## src/rtl/serial_add_pkg.sv

```systemverilog
// Shared definitions for the bit-serial adder: FSM state encoding and default width.
package serial_add_pkg;

  localparam int DEFAULT_WIDTH = 8;

  typedef enum logic [1:0] {
    IDLE = 2'd0,
    RUN  = 2'd1,
    DONE = 2'd2
  } state_t;

endpackage

```

## src/rtl/full_adder.sv

```systemverilog
// One-bit combinational full adder cell.
module full_adder (
  input  logic a,
  input  logic b,
  input  logic ci,
  output logic s,
  output logic co
);

  assign s  = a ^ b ^ ci;
  assign co = (a & b) | (a & ci) | (b & ci);

endmodule

```

## src/rtl/serial_add_ctrl.sv

```systemverilog
// Bit-serial adder, LSB first, one bit per clock through a single full_adder cell.
// Optional macro SERIAL_ADD_SUB_EN adds an op_sub input for a - b (cout=1 means no borrow).
module serial_add_ctrl
  import serial_add_pkg::*;
#(
  parameter int WIDTH = DEFAULT_WIDTH
) (
  input  logic             clk,
  input  logic             rst_n,
  input  logic             start,
  input  logic [WIDTH-1:0] a,
  input  logic [WIDTH-1:0] b,
  input  logic             cin,
`ifdef SERIAL_ADD_SUB_EN
  input  logic             op_sub,
`endif
  output logic             busy,
  output logic             done,
  output logic [WIDTH-1:0] sum,
  output logic             cout
);

  localparam int CW = (WIDTH > 1) ? $clog2(WIDTH) : 1;

  // Handshake: start is accepted on any rising edge where the FSM is in IDLE or DONE;
  // it is ignored while busy. done is a one-cycle pulse and sum/cout hold until the
  // next accepted start.
  state_t          state;
  logic [WIDTH-1:0] op_a;
  logic [WIDTH-1:0] op_b;
  logic [WIDTH-1:0] acc;
  logic             carry;
  logic [CW-1:0]    cnt;
  logic             accept;
  logic             fa_s;
  logic             fa_c;
  logic [WIDTH-1:0] b_eff;
  logic             c_eff;

  full_adder u_fa (
    .a  (op_a[0]),
    .b  (op_b[0]),
    .ci (carry),
    .s  (fa_s),
    .co (fa_c)
  );

  always_comb begin
    accept = start && (state != RUN);
`ifdef SERIAL_ADD_SUB_EN
    b_eff  = op_sub ? ~b : b;
    c_eff  = op_sub ? 1'b1 : cin;
`else
    b_eff  = b;
    c_eff  = cin;
`endif
  end

  always_ff @(posedge clk) begin
    if (!rst_n) begin
      state <= IDLE;
      op_a  <= '0;
      op_b  <= '0;
      acc   <= '0;
      carry <= 1'b0;
      cnt   <= '0;
      busy  <= 1'b0;
      done  <= 1'b0;
      sum   <= '0;
      cout  <= 1'b0;
    end else begin
      done <= 1'b0;
      if (accept) begin
        op_a  <= a;
        op_b  <= b_eff;
        carry <= c_eff;
        acc   <= '0;
        cnt   <= '0;
        busy  <= 1'b1;
        state <= RUN;
      end else begin
        case (state)
          RUN: begin
            // acc fills from the MSB so the LSB-first bits land in place after WIDTH shifts
            acc   <= {fa_s, acc[WIDTH-1:1]};
            op_a  <= op_a >> 1;
            op_b  <= op_b >> 1;
            carry <= fa_c;
            if (cnt == CW'(WIDTH - 1)) begin
              cnt   <= '0;
              busy  <= 1'b0;
              done  <= 1'b1;
              sum   <= {fa_s, acc[WIDTH-1:1]};
              cout  <= fa_c;
              state <= DONE;
            end else begin
              cnt <= cnt + CW'(1);
            end
          end
          DONE:    state <= IDLE;
          default: state <= IDLE;
        endcase
      end
    end
  end

endmodule
```

## config.mk

```make
export PLATFORM = sky130hd
export DESIGN_NAME = serial_add_ctrl
export DESIGN_NICKNAME = d
export VERILOG_FILES = /design/src/rtl/serial_add_pkg.sv /design/src/rtl/full_adder.sv /design/src/rtl/serial_add_ctrl.sv
export SDC_FILE = /design/constraint.sdc
export NUM_CORES = 1
export LEC_CHECK = 0
export ABC_AREA = 1
export CORE_ASPECT_RATIO = 1.1
export CORE_MARGIN = 10
export CORE_UTILIZATION = 50
export DETAILED_ROUTE_END_ITERATION = 8
export PLACE_DENSITY = 0.83
export SYNTH_ARGS = -nofsm -noshare
export SYNTH_HDL_FRONTEND = slang
export SYNTH_SLANG_ARGS = --single-unit
```

## constraint.sdc

```tcl
create_clock -name clk -period 1.5 [get_ports clk]
set_input_delay 0.3 -clock clk [delete_from_list [all_inputs] [get_ports clk]]
set_output_delay 0.3 -clock clk [all_outputs]
set_load 0.01 [all_outputs]
```

## Yosys cells after proc, flatten, opt, wreduce, memory -nomap -nowiden

Index checks and enable logic that the tools add are counted.

| word-level totals | value |
|---|---|
| register bits | 41 |
| input port bits | 20 |

| cells by class | value |
|---|---|
| add/subtract/negate cells | 1 |
| eq/ne operators | 4 |
| multiplexer cells | 14 |
| bitwise gates (word level) | 10 |
| reduce and logical (&&, ||, !) cells | 7 |

Operator list:

| operator | number |
|---|---|
| two-way mux 8 bit | 4 |
| two-way mux 1 bit | 9 |
| nonzero test 2 bit | 2 |
| adder 3 x 1 -> 3 bit, second input constant | 1 |
| AND 1 bit | 3 |
| equality test 3 bit, second input constant | 1 |
| two-way mux 3 bit | 1 |
| inequality test 3 bit, second input constant | 1 |
| NOT 1 bit | 3 |
| AND reduction 3 bit | 1 |
| OR reduction 3 bit | 1 |
| equality test 2 x 1 -> 1 bit, second input constant | 1 |
| inequality test 2 x 1 -> 1 bit, second input constant | 1 |
| OR 1 bit | 2 |
| AND reduction 2 bit | 1 |
| OR reduction 2 bit | 1 |
| XOR 1 bit | 2 |
| logical AND 1 bit | 1 |

## Longest topological paths before layout

| logic depth | value |
|---|---|
| word-level depth | 5 |
| depth in mapped cells | 8 |
| mapped depth without buffers | 8 |

## Cells and area by module

Synthesis repeated with hierarchy kept, for this count alone.

| unflattened totals | value |
|---|---|
| cell total of the unflattened synthesis | 229 |
| area total of the unflattened synthesis | 1697.9 µm² |

Modules (own cells, without submodules):

| module | instances | cells each | area an instance (µm²) | sequential area each (µm²) |
|---|---|---|---|---|
| serial_add_ctrl | 1 | 228 | 1677.9 | 800.8 |
| full_adder | 1 | 1 | 20.0 | 0.0 |

## Worst setup path after synthesis

Ideal clock, no wire load.

| timing path | value |
|---|---|
| path kind | register -> register |
| from | reg cnt[0] |
| to | reg sum[0] |
| library setup time | 0.116 ns |
| arrival time | 1.166 ns |
| required time | 1.384 ns |
| slack | 0.219 ns |
| stages on the path, launching flop included | 8 |
| period minus slack after synthesis | 1.281 ns |
| path through | dfxtp_1 > ha_1 > ha_1 > inv_1 > nor2_4 > clkinv_1 > nor2_1 > nor2_1 |

| between the ends | value |
|---|---|
| word-level cells in the longest chain between the ends | 2 |

RTL lines:

| item | RTL line | RTL |
|---|---|---|
| from (decl) | serial_add_ctrl.sv:33 | `logic [CW-1:0] cnt;` |
| from (signal assigned) | serial_add_ctrl.sv:97 | `cnt <= cnt + CW'(1);` |
| equality test 3 bit | serial_add_ctrl.sv:89 | `if (cnt == CW'(WIDTH - 1)) begin` |
| AND reduction 3 bit (no source line) | - |  |
| to (signal assigned) | serial_add_ctrl.sv:93 | `sum <= {fa_s, acc[WIDTH-1:1]};` |
| to (decl) | serial_add_ctrl.sv:19 | `output logic [WIDTH-1:0] sum,` |

Every way passes these cells.
A chain may end at the register's enable or synchronous reset.

## Final worst setup path

| timing path | value |
|---|---|
| from | reg cnt[0] |
| to | reg cout |

| between the ends | value |
|---|---|
| word-level cells in the longest chain between the ends | 2 |

RTL lines:

| item | RTL line | RTL |
|---|---|---|
| equality test 3 bit | serial_add_ctrl.sv:89 |  |
| AND reduction 3 bit (no source line) | - |  |
| to (signal assigned) | serial_add_ctrl.sv:70 | `cout <= 1'b0;` |
| to (signal assigned) | serial_add_ctrl.sv:94 | `cout <= fa_c;` |
| to (decl) | serial_add_ctrl.sv:20 | `output logic cout` |

Every way passes these cells.

==> results.cfg <==
[outcome]
status = completed

[setup_path]
worst_r2r_startpoint = cnt[0]
cp_top_family = flip-flops
worstSetupEndpoint = cout
cp-start-kind = flip-flop
crit_chain = ha_1 -> ha_1 -> inv_1 -> nor2_4 -> clkinvlp_4 -> nand3_1 -> nand2_1
worst_path_most_repeated_cell = ha_1
path_buf_inv = 2
slowest_delay_ns = 0.36
r2r_end = cout
r2r_cells = 7
end_kind = flip-flop
crit_arrival_ns = 1.69
rrSetupSlack_ns = 0.07
critPathRequiredTime_ns = 1.76
path_class = flip-flop to flip-flop
cp_num_cells = 7
critPathSlowestCell = dfxtp_2
crit_fanout = 5
critPathLaunch = cnt[0]

[logic_synthesis]
ys_warn_count = 0
synth.net_count = 253
netlist_area_um2 = 1720
ys_types = 20
synth_cells = 229
ys_seq_area_frac = 0.467
syn_area_per_cell_um2 = 7.49
ys_seq_elements = 40

[placement]
dp.final_hpwl_mm = 2.59
routabilityCongestion = 0.832
placedCellCount = 304
portBuffers = 30

[clock_network]
cts-root-buf = clkbuf_4
clk_path_buf_depth = 2
cts_tree = done
numCtsBuffers = 5
cts_setup_buffers = 0
clkTransAtPathRegs_ns = 0.11
ctsHoldBuffers = 0
clock-sinks = 40
htree_levels = 2
clk_latency_ns = 0.36

[final_layout]
num_antenna_cells = 0
nets = 288
stdcell_count = 313
fin_util = 0.641
area_delta_synth_final_pct = 24.4
drive_gt1_frac = 0.102

[global_routing]
grt_pass1_vias = 1435
track_usage = 0.126
grt_max_degree = 27
antenna_found_initial = 0
grt_pass1_wl_mm = 6.17
overflow = 0

[timing]
setup_violations = 0
finalClockSkew_ns = 0.00349
min_period_ns = 1.43
fmax_mhz = 702
hold_viol = 0
min_period_over_period = 0.950
drv_slew = 0
setup_tns_ns = 0
worstMarginPinSlew_ns = 0.302
relSlewSlack = 0.798

[power_and_ir_drop]
p_leak_nw = 1.03
powerDensity_nw_per_um2 = 906
ir_worst_vdd_uv = 626

[drt]
first_pass_iters = 5
routedWlPerCell_um = 12.0
via_count = 1552
drt_iter0_markers = 93
via_per_inst = 4.96
drc = 0
drtAntennaViolNets = 0
wirelength_mm = 3.75

[floorplanning]
start_util = 0.515
dieWidth_um = 75.8
die_h_um = 81.4
rows = 22
dieArea_um2 = 6180
core_um2 = 3330
ios = 31

[worst_hold_path]
min_path_type = flip-flop to flip-flop

[flow_run]
cap_violations = 0
[cell type report]
type | count | area (um^2)
Fill cell | 299 | 1200
Sequential cell | 40 | 803
Multi-Input combinational cell | 154 | 746
Timing Repair Buffer | 39 | 367
Inverter | 23 | 92.6
Tap cell | 48 | 60.1
Clock buffer | 8 | 58.8
Timing Repair inverter | 1 | 7.51
[routing by layer]
| metal | GRT usage | vias up | part of all wire |
|---|---|---|---|
| met3 | 0.0507 | 8 | 0.074 |
| met1 | 0.141 | 703 | 0.44 |
| met2 | 0.206 | 42 | 0.46 |
| met5 | 0 | - | 0 |
| li1 | - | 799 | - |
| met4 | 0.0576 | 0 | 0.019 |
[stage by stage]
stage          hold WS, ns  power, W  area, um^2  setup slack [ns]
6_report             0.471   0.00193        2130            0.0745
2_1_floorplan        0.438   0.00129        1720             0.219
3_5_place_dp         0.454   0.00138        2070           -0.0105
4_1_cts              0.471   0.00195        2120            0.0355
5_1_grt              0.493   0.00202        2130          -0.00213
3_3_place_gp         0.450   0.00138        2070         -0.000169
[worst register-to-register path, delay by kind of cell, from the launching register on]
family | cells | cell delay [ns]
adders and majority gates | 2 | 0.35
and+or+nand+nor | 3 | 0.35
DFF | 1 | 0.36
buffers and inverters | 2 | 0.27
[state kept, by name, indices dropped and copies added (netlist names)]
| signal | flops |
|---|---|
| carry | 1 |
| op_a | 8 |
| cnt | 3 |
| done | 1 |
| acc | 7 |
| op_b | 8 |
| state | 2 |
| sum | 8 |
| cout | 1 |
| busy | 1 |
[layout by cell type (no fill, tap or decap)]
cell             synthesis  routed
dlygate4sd2_1            0      11
nor2_1                   6       6
clkbuf_4                 0       5
buf_12                   0       1
a21oi_1                 13      13
inv_1                   19      19
inv_2                    2       1
clkinvlp_4               0       2
nor3_1                   1       1
nand3_2                  1       1
nand2_2                  0       1
dfxtp_2                  0       2
o21ai_0                  2       2
clkbuf_1                 0       2
ha_1                     3       3
o21ai_2                  1       1
buf_4                    3       8
clkinv_1                 2       1
fa_1                     1       1
nand2_4                  1       1
nand3_1                 55      55
clkdlybuf4s50_1          0      19
inv_4                    0       1
clkbuf_8                 0       1
nand2_1                 68      67
dfxtp_1                 40      38
nor2_4                   2       2
[cells in the mapped netlist (all sizes together)]
master  count  area [um^2]
o21ai       3         18.8
a21oi      13         65.1
nand2      69          267
nor2        8         45.0
nor3        1         5.00
dfxtp      40          801
buf        12         85.1
nand3      56          285
clkinv      2         7.51
fa          1         20.0
inv        21         78.8
ha          3         37.5
[report_power, final]
group / internal, W / total (W) / switching (W)
combinational: 0.000114 / 0.000239 / 0.000125
clock: 0.000231 / 0.000578 / 0.000346
sequential: 0.00110 / 0.00112 / 0.0000201
[repair_timing]
action | CTS | global route
pin swaps | 0 | 1
resized for setup | 11 | 6
gates cloned | 0 | 1
endpoints found under the setup margin | 11 | 9
[kinds of logic (layout without fill, tap and decap cells)]
| group | Yosys count | after routing | share of synthesized area |
|---|---|---|---|
| AOI/OAI and AO/OA | 16 | 16 | 0.0489 |
| buffers and inverters | 35 | 71 | 0.0999 |
| adders and majority gates | 4 | 4 | 0.0336 |
| and+or+nand+nor | 134 | 134 | 0.351 |
| DFF | 40 | 40 | 0.467 |
[how the worst min path moves through the flow]
stage | startpoint | to | slack (ns) | cells past startpoint
2_1_floorplan | op_a[7] | op_a[7] | 0.44 | 2
4_1_cts | op_a[7] | op_a[7] | 0.47 | 2
3_3_place_gp | op_a[7] | op_a[7] | 0.45 | 2
6_report | op_a[7] | op_a[7] | 0.47 | 2
3_5_place_dp | op_a[7] | op_a[7] | 0.45 | 2
5_1_grt | op_a[7] | op_a[7] | 0.49 | 2
Power figures use the tool's default switching activity.
